### src/rtl/qs_isrt.sv
// Streaming insertion sorter: collects one sop/eop packet of up to N keys in
// sorted order, then replays it on a ready/valid output stream.
module qs_isrt #(
    parameter int unsigned W       = 32,
    parameter int unsigned N       = 16,
    parameter bit          DESCEND = 1'b0,
    parameter bit          SIGNED  = 1'b0,
    parameter int unsigned KEY_W   = W
) (
    input  logic         clk,
    input  logic         rst,
    input  logic         in_vld,
    input  logic         in_sop,
    input  logic         in_eop,
    input  logic [W-1:0] in_dat,
    output logic         in_rdy_r,
    output logic         out_vld_r,
    output logic         out_sop_r,
    output logic         out_eop_r,
    output logic         out_err_r,
    output logic [W-1:0] out_dat_r,
    input  logic         out_rdy
);

    localparam int unsigned NW = $clog2(N + 1);
    localparam int unsigned KW = $clog2(N);

    typedef enum logic [1:0] {
        IDLE  = 2'd0,
        FILL  = 2'd1,
        DRAIN = 2'd2
    } state_t;

    state_t         state, state_nx;
    logic [W-1:0]   a     [N];
    logic [W-1:0]   a_nx  [N];
    logic [W-1:0]   a_ins [N];
    logic [NW-1:0]  n, n_nx;
    logic [KW-1:0]  k, k_nx;
    logic           err, err_nx;
    logic [N-1:0]   le;
    logic           in_acc, out_acc;
    logic           rdy_nx, vld_nx, sop_nx, eop_nx, oerr_nx;
    logic [W-1:0]   dat_nx;

    // True when x sorts at or before y; the key is the top KEY_W bits of the word.
    function automatic logic orders_le(input logic [W-1:0] x, input logic [W-1:0] y);
        logic [KEY_W-1:0] kx;
        logic [KEY_W-1:0] ky;
        kx = x[W-1 -: KEY_W];
        ky = y[W-1 -: KEY_W];
        if (SIGNED) begin
            kx[KEY_W-1] = ~kx[KEY_W-1];
            ky[KEY_W-1] = ~ky[KEY_W-1];
        end
        return DESCEND ? (kx >= ky) : (kx <= ky);
    endfunction

    // le is a prefix mask over the sorted array, so slot i takes a[i], the new key or a[i-1].
    always_comb begin
        for (int i = 0; i < N; i++) begin
            le[i] = (NW'(i) < n) && orders_le(a[i], in_dat);
        end
        for (int i = 0; i < N; i++) begin
            if (i == 0) begin
                a_ins[i] = le[0] ? a[0] : in_dat;
            end else begin
                a_ins[i] = le[i] ? a[i] : (le[i-1] ? in_dat : a[i-1]);
            end
        end
    end

    always_comb begin
        state_nx = state;
        a_nx     = a;
        n_nx     = n;
        k_nx     = k;
        err_nx   = err;
        in_acc   = in_vld & in_rdy_r;
        out_acc  = out_vld_r & out_rdy;

        case (state)
            IDLE: begin
                if (in_acc && in_sop) begin
                    a_nx[0]  = in_dat;
                    n_nx     = NW'(1);
                    k_nx     = '0;
                    err_nx   = 1'b0;
                    state_nx = in_eop ? DRAIN : FILL;
                end
            end
            FILL: begin
                if (in_acc) begin
                    if (n < NW'(N)) begin
                        a_nx = a_ins;
                        n_nx = n + NW'(1);
                    end else begin
                        err_nx = 1'b1;
                    end
                    if (in_sop) begin
                        err_nx = 1'b1;
                    end
                    if (in_eop) begin
                        k_nx     = '0;
                        state_nx = DRAIN;
                    end
                end
            end
            DRAIN: begin
                if (out_acc) begin
                    if (out_eop_r) begin
                        n_nx     = '0;
                        k_nx     = '0;
                        state_nx = IDLE;
                    end else begin
                        k_nx = k + KW'(1);
                    end
                end
            end
            default: state_nx = IDLE;
        endcase

        // Outputs are registered from next-state values so they lead the state by nothing.
        rdy_nx  = (state_nx != DRAIN);
        vld_nx  = (state_nx == DRAIN);
        dat_nx  = vld_nx ? a_nx[k_nx] : '0;
        sop_nx  = vld_nx && (k_nx == '0);
        eop_nx  = vld_nx && (NW'(k_nx) == (n_nx - NW'(1)));
        oerr_nx = eop_nx & err_nx;
    end

    always_ff @(posedge clk) begin
        if (!rst) begin
            state     <= IDLE;
            a         <= '{default: '0};
            n         <= '0;
            k         <= '0;
            err       <= 1'b0;
            in_rdy_r  <= 1'b1;
            out_vld_r <= 1'b0;
            out_sop_r <= 1'b0;
            out_eop_r <= 1'b0;
            out_err_r <= 1'b0;
            out_dat_r <= '0;
        end else begin
            state     <= state_nx;
            a         <= a_nx;
            n         <= n_nx;
            k         <= k_nx;
            err       <= err_nx;
            in_rdy_r  <= rdy_nx;
            out_vld_r <= vld_nx;
            out_sop_r <= sop_nx;
            out_eop_r <= eop_nx;
            out_err_r <= oerr_nx;
            out_dat_r <= dat_nx;
        end
    end

endmodule
### config.mk
export PLATFORM = sky130hd
export DESIGN_NAME = qs_isrt
export DESIGN_NICKNAME = d
export VERILOG_FILES = /design/src/rtl/qs_isrt.sv
export SDC_FILE = /design/constraint.sdc
export NUM_CORES = 2
export LEC_CHECK = 0
export BUFFER_PORTS_ARGS = -buffer_cell sky130_fd_sc_hd__buf_2
export CAP_MARGIN = 20
export CORE_ASPECT_RATIO = 1.1
export CORE_UTILIZATION = 45
export DETAILED_ROUTE_END_ITERATION = 8
export GPL_TIMING_DRIVEN = 1
export SLEW_MARGIN = 25
export SYNTH_ARGS = -nofsm -noshare
export SYNTH_HDL_FRONTEND = slang
export SYNTH_SLANG_ARGS = --single-unit
### constraint.sdc
create_clock -name clk -period 9.7 [get_ports clk]
set_input_delay 1.94 -clock clk [delete_from_list [all_inputs] [get_ports clk]]
set_output_delay 1.94 -clock clk [all_outputs]
set_load 0.05 [all_outputs]
# --- Yosys cells after proc, flatten, opt, wreduce, memory -nomap -nowiden ---
# Index checks and enable logic that the tools add are counted.
totals:
  register_bits: 561
  latchBits: 0
  mem_bits_rw: 0
  romBits: 0
  input_bits: 38
  word_cells: 157
  memories: 0
classes:
  addsub: 3
  multipliers: 0
  div: 0
  magnitude_cmp: 34
  eq_ne: 5
  n_shift: 0
  mux: 63
  bitwise_logic: 4
  reduce_logical: 22
op_table:
  columns: ["op", "count"]
  rows:
  - ["$mux W32", 34]
  - ["$mux W512", 2]
  - ["$le A32 B32 Y1", 16]
  - ["$mux W480", 1]
  - ["$bmux W32 S4", 1]
  - ["$pmux W32 S2", 1]
  - ["$lt A4 B5 Y1 const A", 8]
  - ["$mux W5", 5]
  - ["$lt A3 B5 Y1 const A", 4]
  - ["$mux W4", 5]
  - ["$logic_and A1 B1 Y1", 19]
  - ["$pmux W5 S3", 1]
  - ["$mux W2", 6]
  - ["$pmux W4 S3", 1]
  - ["$lt A1 B5 Y1 const A", 2]
  - ["$lt A2 B5 Y1 const A", 2]
  - ["$pmux W2 S3", 1]
  - ["$add A5 B1 Y5 const B", 1]
  - ["$eq A4 B5 Y1", 1]
  - ["$ge A5 B5 Y1 const B", 1]
  - ["$lt A5 B5 Y1 const B", 1]
  - ["$not A4 Y5", 1]
  - ["$sub A5 B1 Y5 const B", 1]
  - ["$add A4 B1 Y4 const B", 1]
  - ["9 further kinds", 15]

# --- Longest topological paths before layout ---
depth:
  depth_word: 10
  depth_mapped: 16
  depth_no_buf: 12

# --- Worst setup path after synthesis ---
# No wires, ideal clock.
synth_timing:
  path_kind: "input port to flip-flop"
  start: "input in_dat[30]"
  end: "register out_dat_r[12]"
  arrival_time_ps: 5230
  slack_ps: 4338
  cell_stages: 14
  n_path_buf: 2
  path_cell_list: "clkinv_1 ha_1 nand4_2 or4_1 a2111o_1 a31oi_4 or2_1 buf_6 buf_6 nor2_1 a2111oi_4 o22ai_1 a21oi_1 o32ai_1"
synth_via:
  elab_chain_len: 10
synth_lines:
  columns: ["item", "line_no", "rtl"]
  rows:
  - ["start, declared", "15", "input logic [W-1:0] in_dat,"]
  - ["$le A32 B32 Y1", "56", "return DESCEND ? (kx >= ky) : (kx <= ky);"]
  - ["$logic_and A1 B1 Y1", "62", "le[i] = (NW'(i) < n) && orders_le(a[i], in_dat);"]
  - ["$mux W32 (2 in a row)", "68", "a_ins[i] = le[i] ? a[i] : (le[i-1] ? in_dat : a[i-1]);"]
  - ["$mux W512 (*)", "94", "if (n < NW'(N)) begin"]
  - ["$mux W512 (*)", "93", "if (in_acc) begin"]
  - ["$mux W480", "82", "case (state)"]
  - ["$bmux W32 S4 (*)", "126", "dat_nx = vld_nx ? a_nx[k_nx] : '0;"]
  - ["$mux W32 (not written as such) (*) (2 in a row)", "126", null]
  - ["end signal, assigned", "156", "out_dat_r <= dat_nx;"]
  - ["end, declared", "21", "output logic [W-1:0] out_dat_r,"]
# Every way passes the cells marked *; elsewhere a longest branch is shown, timed or not. The select of a mux whose other input is x is not followed.
# A chain may end at the register's enable or synchronous reset.

# --- Final worst setup path ---
layout_timing:
  start: "input in_dat[10]"
  end: "register out_dat_r[0]"
# Same word-level chain as after synthesis.

==> run_results.csv <==
group,metric,value,unit
routing,wl_per_cell,30.04,microns
synth,synth_cell_types,92,
placement,place_inst,6171,
global_route,overflow,0,
routing,ant_nets,0,
synth,ys.flop_type,"dfxtp_1",
routing,first_pass_iters,6,
synth,synth_top_family_by_area,"compound AO/OA/AOI/OAI gates",
synth,avgSynthCellArea,7.949,sq um
routing,vias_per_cell,6.808,
timing,setup_viol_count_final,0,
cts,insertion_delay,660,ps
setup_path,cp_slowest_cell,"nor4_1",
routing,drc_errors,0,
global_route,antenna_found_initial,20,
setup_path,endpoint_kind,"register",
cells_and_area,finalNonFillerCells,6309,
synth,yosysMostFrequentCell,"a21oi_1",
synth,synth.cell_area,41180,sq um
synth,synth_compound_gate_area_share,0.2848,
setup_path,critPathLaunchType,"input pin",
cts,h-tree-depth,3,
setup_path,worstPathRequired,10230,ps
run_status,status,"complete, no violations",
cts,cts_resized,0,
placement,post-dp-hpwl,138.9,mm
cells_and_area,fillers,8860,
global_route,grt.total_usage,0.3968,
timing,period_share,0.7673,
cts,cts_tree,"done",
global_route,grt_max_degree,103,
synth,synthMuxAreaShare,0.08134,
placement,routabilityCongestion,0.9999,
cts,ctsLongestPathBuffers,3,
cts,clk_pin_slew,60,ps
synth,netlist_top_cells_area,"dfxtp_1 27%, ha_1 15%, a21oi_1 7.4%, mux2i_1 6.2%, o21ai_0 5.5%",
setup_path,path_buf_inv,4,
floorplanning,core_area,90860,sq um
timing,drv_slew,0,
cts,ctsHoldBuffers,0,
cells_and_area,drive_gt1_frac,0.08990,
pwr,leakage,17.12,nW
floorplanning,dieArea,92720,sq um
synth,ys_async_sr_fraction,0,
cts,clockRootBuffer,"clkbuf_16",
timing,period_minus_slack,7442,ps
timing,max_slew_margin,0.2293,
setup_path,crit_family,"compound AO/OA/AOI/OAI gates",
synth,yosys.area_share.simple,0.1669,
cts,cts_inserted_buffers,71,
timing,tns,0,ps
cells_and_area,layout.nets,5585,
cts,cts_setup_buffers,0,
hold_path,hp-class,"register to register",
synth,synth_warnings,0,
synth,seq_area_frac_synth,0.2727,
timing,max_freq,134.4,MHz
floorplanning,die_w,290.4,microns
floorplanning,rows,116,
synth,synthTopCellsByCount,"612 x a21oi_1, 572 x nor2_1, 561 x dfxtp_1",
setup_path,cp_common_cell,"buf_4",
timing,timing.hold.ws,472.1,ps
timing,rsz0062_at_grt,"false",
pwr,p_per_area,137.3,nW/um^2
setup_path,crit_fanout,46,
global_route,grt_pass1_vias,38870,
flow_run,maxCapViolCount,0,
setup_path,crit_arrival,7970,ps
pwr,peakVddDrop,0.0001126,V
timing,tightest_slew,1156,ps
cells_and_area,ff_latch_area,11230,sq um
routing,vias,42950,
routing,drtIter0Drc,5354,
cts,cts.sinks,561,
routing,routed_wl,189.6,mm
floorplanning,die_h,319.3,microns
setup_path,cpPeakStageDelay,930,ps
synth,synth_cells,5180,
global_route,grt_pass1_wl,272.8,mm
cells_and_area,multiInputGateArea,28360,sq um
setup_path,crit_type,"input pin to register",
cells_and_area,areaGrowthSynthToFinish,9.407,%
synth,synth_xor_area_frac,0.001489,
synth,synth_top_area_frac,0.2727,
setup_path,path_cells,"buf_2 > inv_1 > ha_1 > nand4_1 > nor4_1 > a21boi_0 > o31ai_1 > o21ai_4 > buf_4 > and2_2 > buf_4 > o211ai_1 > a31oi_1 > o221ai_1 > a32o_1",
timing,hold_viol_final,0,
placement,port_buffers,74,
synth,yosysTopAreaCell,"dfxtp_1",
timing,finClkSkew,34.85,ps
synth,synthAdderAreaFrac,0.1470,
synth,ys_ff_latch,561,
synth,syn_nets,5701,
floorplanning,io_pins,75,
synth,synth_edf_count,0,
floorplanning,start_util,0.4532,
[area by class of cell]
| type | count | area share |
|---|---|---|
| Multi-Input combinational cell | 4158 | 0.6294 |
| Timing Repair Buffer | 197 | 0.03024 |
| Tap cell | 1180 | 0.03277 |
| Inverter | 75 | 0.006415 |
| Clock buffer | 108 | 0.04769 |
| Antenna cell | 12 | 0.0006665 |
| Clock inverter | 18 | 0.003499 |
| Sequential cell | 561 | 0.2493 |
[final timing paths]
| check | from | end | slack (ps) | depth (start not counted) |
|---|---|---|---|---|
| max reg2reg | a[238]$_SDFF_PN0_ | out_dat_r[0]$_SDFF_PN0_ | 4220 | 13 |
| min | a[0]$_SDFF_PN0_ | a[0]$_SDFF_PN0_ | 470 | 2 |
| max | in_dat[10] | out_dat_r[0]$_SDFF_PN0_ | 2260 | 15 |
| min reg2reg | a[0]$_SDFF_PN0_ | a[0]$_SDFF_PN0_ | 470 | 2 |
[placed cells by master (no fill, tap or decap), drive strengths merged, types with 116 or more instances in the layout]
cell type | synthesis | final
a211oi | 196 | 196
a21oi | 614 | 614
buf | 109 | 197
dfxtp | 561 | 561
ha | 483 | 483
mux2i | 257 | 257
nand2 | 352 | 352
nand4 | 116 | 116
nor2 | 572 | 572
o21ai | 458 | 458
[where the power goes]
group	switching (mW)	leakage (nW)	internal, mW
Sequential	0.112	4.54	2.39
Combinational	0.627	11.4	0.302
Clock	1.18	1.14	1.58
Total	1.92	17.1	4.27
[registers in the layout, indices dropped and copies added, names as in the netlist]
register and cells:
a 512, out_dat_r 32, n 5, k 4, state 2, err 1, in_rdy_r 1, out_eop_r 1
out_err_r 1, out_sop_r 1, out_vld_r 1
[per-stage QoR]
stage | util | worst slack [ps] | instance area, sq um | total power [mW]
final | 0.4959 | 2258 | 45050 | 6.187
after global routing | 0.4956 | 2084 | 45020 | 6.359
after CTS | 0.4954 | 2579 | 45010 | 6.158
after detailed placement | 0.4700 | 1938 | 42700 | 3.441
after global placement | 0.4699 | 1880 | 42700 | 3.433
after floorplan | - | 4338 | 41180 | 3.103
[cells by family (layout without fill, tap and decap cells)]
kind of cell             Yosys count  after routing
multiplexers                     326            326
XOR/XNOR                           7              7
AO/OA/AOI/OAI                   1848           1848
other                              0             12
adder cells (fa/ha/maj)          484            484
buffers and inverters            461            398
flip-flops                       561            561
AND/OR/NAND/NOR                 1493           1493
[per-layer routing]
metal / part of all wire / up-vias / global-route usage
met3: 0.10 / 531 / 0.06976
met5: 0.000053 / - / 0
li1: - / 19310 / -
met1: 0.41 / 20580 / 0.5304
met4: 0.073 / 2 / 0.2606
met2: 0.42 / 2537 / 0.5845
[worst register-to-register path: cells and delay by family, from the launching register on]
kind | cells | cell delay [ps]
compound gates | 7 | 1960
buf+inv | 2 | 900
simple gates | 3 | 1840
fa+ha+maj | 1 | 330
flops | 1 | 340
Power figures use the tool's default switching activity.
